[config.mk]
export PLATFORM = sky130hd
export DESIGN_NAME = sdram_arbiter
export DESIGN_NICKNAME = d
export VERILOG_FILES = /design/src/rtl/sdram_arb_pkg.sv /design/src/rtl/sdram_arbiter_refresh_timer.sv /design/src/rtl/sdram_arbiter.sv
export SDC_FILE = /design/constraint.sdc
export NUM_CORES = 1
export LEC_CHECK = 0
export BUFFER_PORTS_ARGS = -buffer_cell sky130_fd_sc_hd__buf_2
export CORE_UTILIZATION = 45
export CTS_CLUSTER_SIZE = 40
export DETAILED_ROUTE_END_ITERATION = 10
export PLACE_DENSITY_LB_ADDON = 0.08
export REMOVE_ABC_BUFFERS = 1
export SYNTH_ARGS = -nofsm -noshare
export SYNTH_HDL_FRONTEND = slang
export SYNTH_SLANG_ARGS = --single-unit
export TNS_END_PERCENT = 50
[constraint.sdc]
create_clock -name clk -period 2.3 [get_ports clk]
set_input_delay 0.46 -clock clk [delete_from_list [all_inputs] [get_ports clk]]
set_output_delay 0.46 -clock clk [all_outputs]
set_load 0.1 [all_outputs]
[src/rtl/sdram_arb_pkg.sv]
// Shared state/grant encodings and default widths for the SDRAM arbiter.
package sdram_arb_pkg;

  localparam int DEF_ADDR_WIDTH    = 25;
  localparam int DEF_DATA_WIDTH    = 8;
  localparam int DEF_CPU_BURST_MAX = 4;
  localparam int DEF_REF_INTERVAL  = 390;

  typedef enum logic [1:0] {
    IDLE    = 2'd0,
    CPU_ACC = 2'd1,
    DMA_ACC = 2'd2,
    REF     = 2'd3
  } arb_state_t;

  typedef enum logic [1:0] {
    GNT_NONE = 2'd0,
    GNT_CPU  = 2'd1,
    GNT_DMA  = 2'd2,
    GNT_REF  = 2'd3
  } grant_t;

endpackage

[src/rtl/sdram_arbiter_refresh_timer.sv]
// Periodic refresh scheduler: free-running interval counter plus a single,
// non-stacking pending flag. Instantiated only when SDRAM_ARB_REFRESH_EN is set.
module refresh_timer #(
  parameter int REF_INTERVAL = 390
) (
  input  logic clk,
  input  logic reset_n,
  input  logic clr,
  output logic ref_pending
);

  localparam int CNT_W = (REF_INTERVAL > 1) ? $clog2(REF_INTERVAL) : 1;
  localparam logic [CNT_W-1:0] CNT_LAST = CNT_W'(REF_INTERVAL - 1);

  logic [CNT_W-1:0] cnt;

  // A wrap coinciding with the clear re-arms the flag so that interval is not lost.
  always_ff @(posedge clk or negedge reset_n) begin
    if (!reset_n) begin
      cnt         <= '0;
      ref_pending <= 1'b0;
    end else if (cnt == CNT_LAST) begin
      cnt         <= '0;
      ref_pending <= 1'b1;
    end else begin
      cnt <= cnt + 1'b1;
      if (clr) ref_pending <= 1'b0;
    end
  end

endmodule

[src/rtl/sdram_arbiter.sv]
// Arbitrates the single SDRAM adapter port between CPU, DMA and (with
// SDRAM_ARB_REFRESH_EN defined) an internal periodic refresh scheduler.
module sdram_arbiter
  import sdram_arb_pkg::*;
#(
  parameter int ADDR_WIDTH    = DEF_ADDR_WIDTH,
  parameter int DATA_WIDTH    = DEF_DATA_WIDTH,
  parameter int CPU_BURST_MAX = DEF_CPU_BURST_MAX
`ifdef SDRAM_ARB_REFRESH_EN
  ,
  parameter int REF_INTERVAL  = DEF_REF_INTERVAL
`endif
) (
  input  logic                  clk,
  input  logic                  reset_n,
  input  logic                  i_cpu_cs,
  input  logic                  i_cpu_rwb,
  input  logic [ADDR_WIDTH-1:0] i_cpu_addr,
  input  logic [DATA_WIDTH-1:0] i_cpu_data,
  output logic [DATA_WIDTH-1:0] o_cpu_data,
  output logic                  o_cpu_wait,
  input  logic                  i_dma_req,
  input  logic                  i_dma_we,
  input  logic [ADDR_WIDTH-1:0] i_dma_addr,
  input  logic [DATA_WIDTH-1:0] i_dma_wdata,
  output logic                  o_dma_ack,
  output logic [DATA_WIDTH-1:0] o_dma_rdata,
  output logic                  o_mem_req,
  output logic                  o_mem_we,
  output logic [ADDR_WIDTH-1:0] o_mem_addr,
  output logic [DATA_WIDTH-1:0] o_mem_wdata,
  output logic                  o_mem_ref,
  input  logic                  i_mem_ack,
  input  logic [DATA_WIDTH-1:0] i_mem_rdata
);

  localparam int STREAK_W = $clog2(CPU_BURST_MAX + 1);
  localparam logic [STREAK_W-1:0] STREAK_MAX = STREAK_W'(CPU_BURST_MAX);

  arb_state_t            state;
  grant_t                grant;
  logic [STREAK_W-1:0]   cpu_streak;
  logic                  cpu_done_q;
  logic                  cpu_rwb_q;
  logic [ADDR_WIDTH-1:0] cpu_addr_q;
  logic                  cpu_done;
  logic                  ref_pending;

  // Completion only holds while the CPU keeps presenting the request it was for,
  // so a new address re-arbitrates in the very cycle it appears.
  assign cpu_done   = cpu_done_q && (i_cpu_addr == cpu_addr_q) && (i_cpu_rwb == cpu_rwb_q);
  assign o_cpu_wait = i_cpu_cs & ~cpu_done;

`ifdef SDRAM_ARB_REFRESH_EN
  logic ref_clr;
  assign ref_clr = (state == REF) && i_mem_ack;

  refresh_timer #(.REF_INTERVAL(REF_INTERVAL)) u_refresh_timer (
    .clk         (clk),
    .reset_n     (reset_n),
    .clr         (ref_clr),
    .ref_pending (ref_pending)
  );
`else
  assign ref_pending = 1'b0;
`endif

  // NOTE: every variable assigned in always_comb gets a default first; a path
  // that leaves it unassigned would infer a latch.
  always_comb begin
    grant = GNT_NONE;
    if (ref_pending)                                  grant = GNT_REF;
    else if (i_dma_req && (cpu_streak >= STREAK_MAX)) grant = GNT_DMA;
    else if (i_cpu_cs && !cpu_done)                   grant = GNT_CPU;
    else if (i_dma_req)                               grant = GNT_DMA;
  end

  // NOTE: state is updated with non-blocking assignments so every register
  // samples pre-edge values regardless of statement order.
  always_ff @(posedge clk or negedge reset_n) begin
    if (!reset_n) begin
      state       <= IDLE;
      o_mem_req   <= 1'b0;
      o_mem_ref   <= 1'b0;
      o_mem_we    <= 1'b0;
      o_mem_addr  <= '0;
      o_mem_wdata <= '0;
      o_cpu_data  <= '0;
      o_dma_ack   <= 1'b0;
      o_dma_rdata <= '0;
    end else begin
      o_dma_ack <= 1'b0;
      case (state)
        IDLE: begin
          case (grant)
            GNT_REF: begin
              o_mem_ref <= 1'b1;
              state     <= REF;
            end
            GNT_CPU: begin
              o_mem_req   <= 1'b1;
              o_mem_we    <= ~i_cpu_rwb;
              o_mem_addr  <= i_cpu_addr;
              o_mem_wdata <= i_cpu_data;
              state       <= CPU_ACC;
            end
            GNT_DMA: begin
              o_mem_req   <= 1'b1;
              o_mem_we    <= i_dma_we;
              o_mem_addr  <= i_dma_addr;
              o_mem_wdata <= i_dma_wdata;
              state       <= DMA_ACC;
            end
            default: ;
          endcase
        end
        CPU_ACC: if (i_mem_ack) begin
          if (cpu_rwb_q) o_cpu_data <= i_mem_rdata;
          o_mem_req <= 1'b0;
          state     <= IDLE;
        end
        DMA_ACC: if (i_mem_ack) begin
          o_dma_ack   <= 1'b1;
          o_dma_rdata <= i_mem_rdata;
          o_mem_req   <= 1'b0;
          state       <= IDLE;
        end
        REF: if (i_mem_ack) begin
          o_mem_ref <= 1'b0;
          state     <= IDLE;
        end
        default: state <= IDLE;
      endcase
    end
  end

  always_ff @(posedge clk or negedge reset_n) begin
    if (!reset_n) begin
      cpu_done_q <= 1'b0;
      cpu_rwb_q  <= 1'b0;
      cpu_addr_q <= '0;
    end else begin
      if (state == IDLE && grant == GNT_CPU) begin
        cpu_addr_q <= i_cpu_addr;
        cpu_rwb_q  <= i_cpu_rwb;
      end
      if (state == CPU_ACC && i_mem_ack)                            cpu_done_q <= 1'b1;
      else if (!i_cpu_cs || i_cpu_addr != cpu_addr_q || i_cpu_rwb != cpu_rwb_q) cpu_done_q <= 1'b0;
    end
  end

  // Fairness counter: caps back-to-back CPU grants while DMA is waiting.
  always_ff @(posedge clk or negedge reset_n) begin
    if (!reset_n)                                           cpu_streak <= '0;
    else if (!i_dma_req)                                    cpu_streak <= '0;
    else if (state == IDLE && grant == GNT_DMA)             cpu_streak <= '0;
    else if (state == IDLE && grant == GNT_CPU && cpu_streak < STREAK_MAX)
      cpu_streak <= cpu_streak + 1'b1;
  end

endmodule

==> run_results.csv <==
group,metric,value,unit
cts,tritoncts,"built",
cells_and_area,syn_to_final_growth,39.3,%
global_route,grt_pass1_vias,2755,
sta,finalHoldViolations,0,
cells_and_area,most-common-layout-cells,"132 x buf_2, 85 x dfrtp_1, 42 x mux2_2",
setup_path,critPathMaxFanout,6,
place,place_congestion,0.792,
cells_and_area,drive_gt1_share,51.3,%
die,die_y,95.3,um
cts,clock_latency,0.36,ns
sta,rsz0062_at_grt,"yes",
drt,wl_met2,4170,um
drt,highest_layer,"met4",
cts,clockRootBuffer,"clkbuf_8",
cells_and_area,insertedDiodeCount,0,
die,dieArea,0.00908,mm2
drt,drtPass1Iterations,4,
drt,first_iter_violations,106,
yosys,yosys_warnings,0,
die,design.core.area,0.00830,mm2
cells_and_area,layout_commonest_cell,"buf_2",
yosys,postSynthCellCount,329,
sta,slew_headroom,61.5,%
sta,fin_crit_sh,109,%
setup_path,crit_path_max_incr_delay,0.48,ns
setup_path,path_cells,"xnor2_1 -> nand4_1 -> nor4_2 -> nand4_1 -> buf_6 -> a31o_1 -> ha_4 -> or4b_4 -> nand2_1 -> o21ai_0",
sta,finalClockSkew,0.0125,ns
cells_and_area,final_net_count,586,
setup_path,crit_path_start_kind,"register",
drt,drc,0,
drt,route.met3.wl,534,um
yosys,syn_area,0.00392,mm2
yosys,synth.distinct_cells,25,
cts,h-tree-depth,3,
drt,ant_nets,0,
die,core.rowCount,33,
setup_path,worst-path-buf-inv,1,
die,initial_core_util,47.2,%
sta,timing_worst_slew_pin_value,0.577,ns
global_route,grt_pass1_wl,13100,um
cts,numClockSinks,85,
setup_path,crit_type,"reg -> reg",
global_route,grt_overflow,0,
global_route,grt_max_degree,45,
yosys,synth_seq_cells,85,
setup_path,cp-end-kind,"register",
drt,met1_length,4160,um
run,cap_violations,0,
die,die_width,95.3,um
setup_path,crit_required,2.55,ns
sta,setup_slack,-0.204,ns
setup_path,worstPathArrival,2.75,ns
status,violations,"setup timing",
place,dp_cells,579,
setup_path,crit_path_top_delay_cell,"or4b_4",
cells_and_area,final_cells,604,
drt,drt_wl_total,9010,um
global_route,antenna_found_initial,0,
global_route,grtUsageTotal,19.6,%
cts,clk_pin_slew,0.09,ns
status,run_status,"complete, but fails checks",
cts,cts_made_buffers,9,
setup_path,crit_top_cell,"nand4_1",
sta,period_needed,2.50,ns
drt,wire_per_inst,14.9,um
sta,fmax,0.399,GHz
place,io_buffers,134,
yosys,syn_area_per_cell,11.9,um2
drt,routed-via-count,3014,
sta,setup_violations,66,
sta,maxSlewViolCount,0,
cts,clockBufferDepth,2,
setup_path,cpLargestDelayFamily,"simple AND/OR/NAND/NOR gates",
die,pin_count,135,
drt,vias_per_cell,4.99,
place,place_hpwl,5990,um
worst_hold_path,min_path_type,"in -> async",
yosys,ys_seq_area_share,54.3,%
==> timing repair <==
item	in CTS	in global routing
pin swaps	9	6
resized for setup	34	54
hold buffers	0	0
endpoints found under the setup margin	67	67
gates cloned	2	3
buffers inserted	4	0
==> per-stage QoR <==
stage	TNS, ns	cell area, um2	hold WS (ns)	utilization, %	setup slack (ns)
after detailed placement	-39.24	4890	0.465	58.9	-0.651
after global routing	-21.59	5450	0.115	65.7	-0.368
after global placement	-35.71	4890	0.458	58.9	-0.580
after floorplan	-48.18	3860	0.164	-	-1.03
after CTS	-12.89	5270	0.0981	63.5	-0.239
final	-11.12	5450	0.0809	65.7	-0.204
==> cell usage after synthesis (all sizes together) <==
master,count,area (um2)
inv,7,26.3
a21boi,1,7.51
or4b,1,10.0
nand2b,1,6.26
nand4,5,31.3
nor3,1,5.00
nand3,3,15.0
xor2,11,96.3
a21o,1,7.51
nor4,3,18.8
xnor2,16,140
a31o,1,8.76
ha,11,138
dfrtp,85,2130
buf,6,30.0
clkbuf,7,26.3
a31oi,1,6.26
nand2,44,165
a21oi,3,15.0
mux2i,33,330
mux2,42,473
o21ai,41,205
and3,1,7.51
nor2,3,11.3
and2,1,7.51
==> final timing paths <==
kind / startpoint / endpoint / slack, ns / depth (start not counted)
worst min register to register: o_mem_addr[11]$_DFFE_PN0P_ / o_mem_addr[11]$_DFFE_PN0P_ / 0.48 / 2
worst max-delay path: cpu_addr_q[19]$_DFFE_PN0P_ / state[1]$_DFFE_PN0P_ / -0.20 / 10
min in group clk: i_mem_rdata[6] / o_cpu_data[6]$_DFFE_PN0P_ / 0.33 / 2
worst min-delay path: reset_n / o_mem_addr[14]$_DFFE_PN0P_ / 0.08 / 1
max in group asynchronous: reset_n / o_mem_wdata[4]$_DFFE_PN0P_ / 1.57 / 2
worst max register to register: cpu_addr_q[19]$_DFFE_PN0P_ / state[1]$_DFFE_PN0P_ / -0.20 / 10
==> per-layer routing <==
| metal | vias to the layer above | global-route usage (%) |
|---|---|---|
| met1 | 1445 | 25.7 |
| met4 | 0 | 9.97 |
| li1 | 1466 | - |
| met5 | - | 0 |
| met2 | 91 | 30.5 |
| met3 | 12 | 4.15 |
==> cells by family (layout without fill, tap and decap cells) <==
family	count (synthesis)	count (layout)	synth area share (%)
mux	75	75	20.5
simple gates	63	63	7.10
buf+inv	20	190	2.11
compound gates	48	48	6.39
flops	85	85	54.3
fa+ha+maj	11	11	3.52
xor+xnor	27	27	6.04
==> state kept, by name, indices dropped and copies added (netlist names), 2 cells and up <==
signal and cells:
o_mem_addr 25, cpu_streak 3, state 2, o_cpu_data 8, o_dma_rdata 8, o_mem_wdata 8
cpu_addr_q 25
==> worst register-to-register path, delay by kind of cell, from the launching register on <==
family                   cells  cell delay [ns]
AND/OR/NAND/NOR              5             1.22
flip-flops                   1             0.39
AO/OA/AOI/OAI                2             0.28
adder cells (fa/ha/maj)      1             0.18
buffers and inverters        1             0.16
XOR/XNOR                     1             0.15
==> final cells by class <==
cell class	count	area (um2)
Clock buffer	11	151
Clock inverter	5	66.3
Tap cell	105	131
Fill cell	667	2850
Sequential cell	85	2130
Inverter	7	26.3
Timing Repair Buffer	167	1080
Multi-Input combinational cell	224	1870
Power is not shown: default switching activity piles up to over one toggle a cycle in this logic, so the estimate is an artifact.
